===== src/rtl/branch_pkg.sv =====
// Shared definitions for the branch resolution queue: branch opcodes,
// the branch decode helper and the queued entry layout.
package branch_pkg;

  // {funct3, major opcode} encodings of the two conditional branches
  localparam logic [11:0] OP_BEQ = 12'h063;
  localparam logic [11:0] OP_BNE = 12'h0E3;

  localparam int BR_PC_W = 32;

  typedef struct packed {
    logic               pred;
    logic [BR_PC_W-1:0] alt_pc;
  } br_entry_t;

  function automatic logic is_br(input logic [11:0] op);
    return (op == OP_BEQ) || (op == OP_BNE);
  endfunction

endpackage


===== src/rtl/branch_entry_fifo.sv =====
// Circular storage of in-flight branch entries with head/tail/count and a
// single-cycle flush that empties the queue.
module branch_entry_fifo #(
  parameter  int DEPTH = 4,
  parameter  int W     = 33,
  localparam int AW    = $clog2(DEPTH),
  localparam int CW    = AW + 1
) (
  input  logic          clk,
  input  logic          rst_n,
  input  logic          i_push,
  input  logic          i_pop,
  input  logic          i_flush,
  input  logic [W-1:0]  i_push_data,
  output logic          o_full,
  output logic [CW-1:0] o_count,
  output logic [W-1:0]  o_head_data
);

  logic [W-1:0]  r_mem [DEPTH];
  logic [AW-1:0] r_head;
  logic [AW-1:0] r_tail;
  logic [CW-1:0] r_count;

  // Storage is not reset; occupancy alone decides which slots are live.
  always_ff @(posedge clk) begin
    if (i_push && !i_flush) r_mem[r_tail] <= i_push_data;
  end

  always_ff @(posedge clk or negedge rst_n) begin
    if (!rst_n) begin
      r_head  <= '0;
      r_tail  <= '0;
      r_count <= '0;
    end else if (i_flush) begin
      r_head  <= '0;
      r_tail  <= '0;
      r_count <= '0;
    end else begin
      if (i_push) r_tail <= r_tail + AW'(1);
      if (i_pop)  r_head <= r_head + AW'(1);
      r_count <= r_count + CW'(i_push) - CW'(i_pop);
    end
  end

  assign o_full      = (r_count == CW'(DEPTH));
  assign o_count     = r_count;
  assign o_head_data = r_mem[r_head];

endmodule


===== src/rtl/branch_resolution_queue.sv =====
// Tracks conditional branches from decode to commit, flags mispredictions
// combinationally at commit and supplies the fetch redirect PC.
module branch_resolution_queue
  import branch_pkg::*;
#(
  parameter  int DEPTH   = 4,
  parameter  int PC_W    = BR_PC_W,
  parameter  int PC_STEP = 1,
  localparam int CW      = $clog2(DEPTH) + 1
) (
  input  logic            clk,
  input  logic            rst,
  input  logic [11:0]     Decoded_opcode,
  input  logic [PC_W-1:0] Decoded_PC,
  input  logic [PC_W-1:0] Decoded_target,
  input  logic            predicted,
  input  logic [11:0]     Commit_opcode,
  input  logic            Commit_taken,
  output logic            Wrong_prediction,
  output logic [PC_W-1:0] Redirect_PC,
  output logic            Full,
  output logic [CW-1:0]   Count,
  output logic            Underflow_err
);

  logic      w_dec_br;
  logic      w_com_br;
  logic      w_empty;
  logic      w_pop;
  logic      w_push;
  logic      w_mispredict;
  br_entry_t w_new;
  br_entry_t w_head;
  logic      r_underflow;

  assign w_dec_br = is_br(Decoded_opcode);
  assign w_com_br = is_br(Commit_opcode);
  assign w_empty  = (Count == '0);
  assign w_pop    = w_com_br && !w_empty;

  assign w_mispredict = w_pop && (w_head.pred != Commit_taken);

  // A push alongside a mispredict is a younger, squashed branch.
  assign w_push = w_dec_br && (!Full || w_pop) && !w_mispredict;

  always_comb begin
    w_new        = '0;
    w_new.pred   = predicted;
    w_new.alt_pc = predicted ? (Decoded_PC + PC_W'(PC_STEP)) : Decoded_target;
  end

  branch_entry_fifo #(
    .DEPTH (DEPTH),
    .W     ($bits(br_entry_t))
  ) u_fifo (
    .clk         (clk),
    .rst_n       (rst),
    .i_push      (w_push),
    .i_pop       (w_pop),
    .i_flush     (w_mispredict),
    .i_push_data (w_new),
    .o_full      (Full),
    .o_count     (Count),
    .o_head_data (w_head)
  );

  always_ff @(posedge clk or negedge rst) begin
    if (!rst)                   r_underflow <= 1'b0;
    else if (w_com_br && w_empty) r_underflow <= 1'b1;
  end

  assign Wrong_prediction = w_mispredict;
  assign Redirect_PC      = w_mispredict ? w_head.alt_pc : '0;
  assign Underflow_err    = r_underflow;

endmodule


===== config.mk =====
export PLATFORM = sky130hd
export DESIGN_NAME = branch_resolution_queue
export DESIGN_NICKNAME = d
export VERILOG_FILES = /design/src/rtl/branch_pkg.sv /design/src/rtl/branch_entry_fifo.sv /design/src/rtl/branch_resolution_queue.sv
export SDC_FILE = /design/constraint.sdc
export NUM_CORES = 1
export LEC_CHECK = 0
export CAP_MARGIN = 20
export CORE_ASPECT_RATIO = 0.75
export CORE_UTILIZATION = 35
export CTS_CLUSTER_DIAMETER = 100
export CTS_CLUSTER_SIZE = 16
export DETAILED_ROUTE_END_ITERATION = 10
export SYNTH_ARGS = -nofsm -noshare
export SYNTH_HDL_FRONTEND = slang
export SYNTH_SLANG_ARGS = --single-unit
export TNS_END_PERCENT = 50

===== constraint.sdc =====
create_clock -name clk -period 13.5 [get_ports clk]
set_clock_uncertainty 0.15 [all_clocks]
set_input_delay 1.35 -clock clk [delete_from_list [all_inputs] [get_ports clk]]
set_output_delay 1.35 -clock clk [all_outputs]
set_load 0.05 [all_outputs]

Word level (Yosys, flattened, before mapping)

Memories as Yosys holds them, arrays and structs flattened.
Index checks and enable logic that the tools add are counted.
W data, S select, Z words.

Word-level logic and storage cells: 40
Bits in latches: 0
Memories kept: 1
Bits in registers: 8
Input bits: 92
Output and inout port bits: 38
Memory bits (writable): 132
ROM bits: 0

Multiplexer cells: 9
Eq/ne operators: 6
Shifts and indexed selects: 0
Reduce and logical (&&, ||, !) cells: 15
Add/subtract/negate cells: 5
Multiply operators: 0
Bitwise operators: 0
Div/mod/pow operators: 0
Order comparisons: 0

Memory list:

| memory       | depth | bits a word | rd ports | clocked after Yosys merged registers in | write ports | line                    | source |
|---|---|---|---|---|---|---|---|
| u_fifo.r_mem | 4     | 33          | 1        | 0                                       | 1           | branch_entry_fifo.sv:20 | `logic [W-1:0] r_mem [DEPTH];` |

Operators with widths:

| cell                    | count |
|---|---|
| $mux W32                | 2 |
| $add A32 B1 Y32 const B | 1 |
| $eq A12 B7 Y1 const B   | 2 |
| $eq A12 B8 Y1 const B   | 2 |
| $mux W2                 | 4 |
| $logic_and A1 B1 Y1     | 6 |
| $add A2 B1 Y2 const B   | 2 |
| $reduce_bool A2 Y1      | 2 |
| $add A3 B1 Y3           | 1 |
| $eq A3 B3 Y1 const B    | 1 |
| $logic_not A1 Y1        | 3 |
| $logic_not A3 Y1        | 1 |
| $logic_or A1 B1 Y1      | 3 |
| $mux W3                 | 1 |
| $sub A3 B1 Y3           | 1 |
| $mux W1                 | 2 |
| $ne A1 B1 Y1            | 1 |

Longest topological paths before layout

Depth in word-level cells: 9
Mapped depth: 13
Depth with buffers taken out: 12

Modules after synthesis

A second synthesis with hierarchy kept.

Cell total of the unflattened synthesis: 440
Area, all modules: 6642.6 um2

Modules (own cells, without submodules):

| module                  | cells each | seq. area each (um2) | area an instance (um2) | instances |
|---|---|---|---|---|
| branch_entry_fifo       | 211        | 4139.0               | 5246.3                 | 1 |
| branch_resolution_queue | 229        | 25.0                 | 1396.3                 | 1 |

Least setup slack after synthesis

OpenSTA, ideal clock, no wires.

Path type: input to register
Start: input port Commit_opcode[10]
End: memory u_fifo.r_mem[0][0], enable pin
Stages on the path: 4
Required time: 12.879 ns
Slack: 8.068 ns
Arrival time: 4.811 ns
Setup time: 0.471 ns
Path buffers: 0
Cell sequence: nor4b_1 > a31oi_1 > or2_2 > nor3b_1

Word-level cells in the longest chain between the ends: 9
Elaborated cells on any way between the ends: 12
Those cells by class: eq/ne (2); mux (2); reduce/logical (8)

Ends and longest elaborated chain:

| what                                                             | line                                                         | source |
|---|---|---|
| start: declaration                                               | branch_resolution_queue.sv:17                                | `input logic [11:0] Commit_opcode,` |
| $eq A12 B7 Y1 / $eq A12 B8 Y1 (equally long branches)            | branch_pkg.sv:17                                             | `return (op == OP_BEQ) \|\| (op == OP_BNE);` |
| $logic_or A1 B1 Y1 *                                             | branch_pkg.sv:17                                             |  |
| $logic_and A1 B1 Y1 *                                            | branch_resolution_queue.sv:39                                | `assign w_pop = w_com_br && !w_empty;` |
| $logic_or A1 B1 Y1 / $logic_and A1 B1 Y1 (equally long branches) | branch_resolution_queue.sv:44, branch_resolution_queue.sv:41 |  |
| $logic_and A1 B1 Y1 / $logic_not A1 Y1 (equally long branches)   | branch_resolution_queue.sv:44, branch_entry_fifo.sv:27       |  |
| $logic_and A1 B1 Y1                                              | branch_resolution_queue.sv:44                                | `assign w_push = w_dec_br && (!Full \|\| w_pop) && !w_mispredict;` |
| $logic_and A1 B1 Y1 *                                            | branch_entry_fifo.sv:27                                      | `if (i_push && !i_flush) r_mem[r_tail] <= i_push_data;` |
| $mux W1 *                                                        | branch_entry_fifo.sv:27                                      |  |
| $mux W1 (implied by the code) *                                  | branch_entry_fifo.sv:27                                      |  |
| end: declaration                                                 | branch_entry_fifo.sv:20                                      |  |

Mark *: on every way between the ends. The rest lies on a longest branch, timed or not.

Worst setup path after layout

Start: input port Commit_opcode[10]
End: output port Redirect_PC[24]

Word-level cells in the longest chain between the ends: 5
Elaborated cells on any way between the ends: 6
Those cells by class: eq/ne (2); mux (1); reduce/logical (3)

Ends and longest elaborated chain:

| what                                                  | line                          | source |
|---|---|---|
| $eq A12 B7 Y1 / $eq A12 B8 Y1 (equally long branches) | branch_pkg.sv:17              |  |
| $logic_or A1 B1 Y1 *                                  | branch_pkg.sv:17              |  |
| $logic_and A1 B1 Y1 *                                 | branch_resolution_queue.sv:39 |  |
| $logic_and A1 B1 Y1 *                                 | branch_resolution_queue.sv:41 | `assign w_mispredict = w_pop && (w_head.pred != Commit_taken);` |
| $mux W32 *                                            | branch_resolution_queue.sv:73 | `assign Redirect_PC = w_mispredict ? w_head.alt_pc : '0;` |
| end: declaration                                      | branch_resolution_queue.sv:20 | `output logic [PC_W-1:0] Redirect_PC,` |

Marked as above.

==> impl_metrics.yaml <==
timing:
  period_needed_ps: 6200
  report.final.slew_viol_count: 0
  max_freq_mhz: 161
  relSlewSlack: 0.478
  rsz0062_at_grt: "false"
  worst_slew_pin_slew_ps: 780
  finalCritPeriodShare: 0.460
  hold_viol_final: 0
  setup_viol: 0
  final.setup.tns_ps: 0
global_route:
  grtUsageMet1: 0.230
  grt_start_max_net_pins: 66
  antenna_found_initial: 0
  grt.busiest_layer: "met2"
  met3_usage: 0.0286
  grt-ovfl-total: 0
  grt_pass1_vias: 4353
  grt.met2_usage: 0.270
  grt_pass1_wl_mm: 24.4
  track_usage: 0.168
synth:
  synth_top_family_by_area: "simple AND/OR/NAND/NOR gates"
  synthCells: 456
  yosysWarnings: 0
  synth_compound_area_frac: 0.0542
  synth_edf_count: 132
  synth.top_cell.area_share: 0.594
  synth_fp_nets: 556
  synthArstFlopShare: 0.0571
  ys_top_cells_by_area: "edfxtp_1 (59%), mux4_2 (11%), and2_1 (3.3%)"
  yosysSeqAreaShare: 0.625
  yosys-mux-area-fraction: 0.115
  synth_area_leader_cell: "edfxtp_1"
  synth_ff_type: "edfxtp_1"
  synth_cell_type_count: 52
  netlist_area_um2: 6670
  synthXorXnorAreaFrac: 0.0250
  ys_seq_elements: 140
  synth_simple_gate_area_share: 0.143
  avgSynthCellArea_um2: 14.6
  synthAdderAreaFrac: 0.0161
power:
  p_per_area_nw_per_um2: 115
  intPower_uw: 788
  seqPwrFrac: 0.476
  pwr-share-comb: 0.065
  p_total_uw: 1010
  ir_drop_v: 0.0000758
  swShare: 0.217
  switching_power_uw: 219
  clkPwrFrac: 0.459
  p_leak_uw: 0.00283
worst_hold_path:
  min-delay-start: "Underflow_err"
  hold_depth: 1
  holdPathEnd: "Underflow_err"
  hold_class: "reg2reg"
floorplanning:
  ios: 130
  core_um2: 18600
  die_w_um: 161
  die_h_um: 122
  start_util: 0.359
  dieArea_um2: 19600
  rows: 43
setup_path:
  cp.required_ps: 12000
  start_kind: "input pin"
  cp.arrival_ps: 4700
  reg2reg_slack_ps: 9950
  path_class: "in2out"
  endpoint_kind: "output pin"
  r2r_cells: 13
  critPathMaxFanout: 40
  r2r-start: "u_fifo.r_head[0]"
  reg2reg_to: "u_fifo.o_count[2]"
place:
  dpl.hpwl_mm: 10.0
  portBuffers: 127
  place_congestion: 0.830
clock_network:
  clk_path_buf_depth: 2
  clkLatencyLatePin_ps: 420
  htree_levels: 4
  postCtsResizedCells: 0
  clk_pin_slew_ps: 60
  ctsRootBufferMaster: "clkbuf_16"
  cts.sinks: 140
  cts_setup_buffers: 0
  cts_tree: "built"
  cts-buffers-inserted: 17
  holdBufCountCts: 0
cells_and_area:
  drive_gt1_frac: 0.139
  fin_util: 0.474
  fin_nets: 684
  syn_to_final_growth_pct: 31.8
  diodes: 0
  multiInputGateArea_um2: 2370
  register_area_um2: 4170
  num-fill-cells: 1602
route:
  dr_total_vias: 4449
  vias_per_cell: 5.27
  drtAntennaViolNets: 0
  firstDrtPassIters: 5
  drc: 0
  totalWireLength_mm: 15.7
  drtIter0Drc: 291
  avgRoutedWirePerCell_um: 18.6
run:
  max_cap_viol_count: 0
status:
  status: "complete, no violations"
[layer usage]
layer | routed length (µm) | vias to the layer above
met4 | 190 | 0
met1 | 7260 | 2232
li1 | - | 2055
met5 | 0 | -
met2 | 7480 | 145
met3 | 768 | 17
[through the flow]
step | cell area (µm²) | hold WS [ps] | worst slack, ps | std cells
after floorplan | 6670 | 400 | 8070 | 456
after global placement | 8200 | 316 | 7250 | 812
after detailed placement | 8200 | 342 | 7190 | 812
after CTS | 8790 | 362 | 7180 | 844
after global routing | 8790 | 392 | 7000 | 844
final | 8790 | 346 | 7300 | 844
[power groups by stage]
stage	registers, µW	logic, µW	clock network [µW]
floorplan	490	23.6	0
global placement	489	63.1	0
detailed placement	489	65.0	0
CTS	479	65.4	472
global route	479	70.9	487
finish	479	65.4	462
[area by class of cell]
class                           count  share of cell area
Clock inverter                     14              0.0179
Inverter                           10             0.00427
Sequential cell                   140               0.474
Timing Repair Buffer              134               0.150
Clock buffer                       18              0.0488
Multi-Input combinational cell    281               0.270
Tap cell                          247              0.0352
[registers in the layout, summed over array words and instances, names as in the netlist]
| register | cells |
|---|---|
| Underflow_err | 1 |
| u_fifo.o_count | 3 |
| u_fifo.r_tail | 2 |
| u_fifo.r_mem | 132 |
| u_fifo.r_head | 2 |
[critical path, stage by stage]
cell and delay (ps):
clkdlybuf4s50_1 400, nor4b_1 480, nand4b_1 330, or2_2 430
inv_2 580, and2_1 280, clkdlybuf4s50_1 830
[worst max path at each step]
stage | depth (start not counted) | endpoint | slack (ps) | startpoint
global route | 7 | Redirect_PC[24] | 7000 | Commit_opcode[8]
floorplan | 4 | u_fifo.r_mem[0][0] | 8070 | Commit_opcode[10]
global placement | 7 | Redirect_PC[24] | 7250 | Commit_opcode[10]
finish | 7 | Redirect_PC[24] | 7300 | Commit_opcode[10]
CTS | 7 | Redirect_PC[24] | 7180 | Commit_opcode[10]
detailed placement | 7 | Redirect_PC[24] | 7190 | Commit_opcode[10]
[kinds of logic after synthesis]
group,count (synthesis)
DFF,140
muxes,35
adders and majority gates,8
xor gates and xnor gates,19
buffers and inverters,35
AOI/OAI and AO/OA,56
and+or+nand+nor,163
[cells in the final DEF (no fill, tap or decap), types with 3 or more instances in the layout]
| cell type | synthesis | routed |
|---|---|---|
| nand2_1 | 14 | 14 |
| buf_4 | 2 | 7 |
| edfxtp_1 | 132 | 132 |
| inv_1 | 9 | 9 |
| ha_1 | 7 | 7 |
| nor3_1 | 9 | 9 |
| and2_1 | 35 | 35 |
| inv_6 | 0 | 6 |
| mux4_2 | 33 | 33 |
| o211ai_1 | 6 | 6 |
| a21oi_1 | 19 | 19 |
| nor2_1 | 27 | 27 |
| or3_1 | 5 | 5 |
| dfrtp_1 | 8 | 7 |
| and3_1 | 3 | 3 |
| o21ai_0 | 4 | 4 |
| nor4b_1 | 3 | 3 |
| clkinv_4 | 0 | 3 |
| nor4_1 | 3 | 3 |
| nand4_1 | 8 | 8 |
| nand3_1 | 20 | 20 |
| a31oi_1 | 10 | 10 |
| clkdlybuf4s50_1 | 0 | 126 |
| nand2b_1 | 4 | 4 |
| xnor2_1 | 14 | 14 |
| clkbuf_16 | 0 | 17 |
| or4_1 | 11 | 11 |
| o31ai_1 | 7 | 7 |
| nor3b_2 | 0 | 4 |
| xor2_1 | 5 | 5 |
[Yosys cell counts (all sizes together) (2+ instances only)]
library cell,n
edfxtp,132
and2,35
mux4,33
nor2,27
clkbuf,20
nand3,20
a21oi,19
nand2,14
xnor2,14
or4,11
a31oi,10
inv,10
nand4,9
nor3,9
dfrtp,8
ha,7
o31ai,7
nor3b,6
o211ai,6
or3,6
buf,5
xor2,5
nand2b,4
o21ai,4
and3,3
nor4,3
nor4b,3
a211o,2
and4,2
nand4b,2
nor2b,2
nor4bb,2
o21a,2
or2,2
No activity file was read; power rests on OpenSTA's default activity.
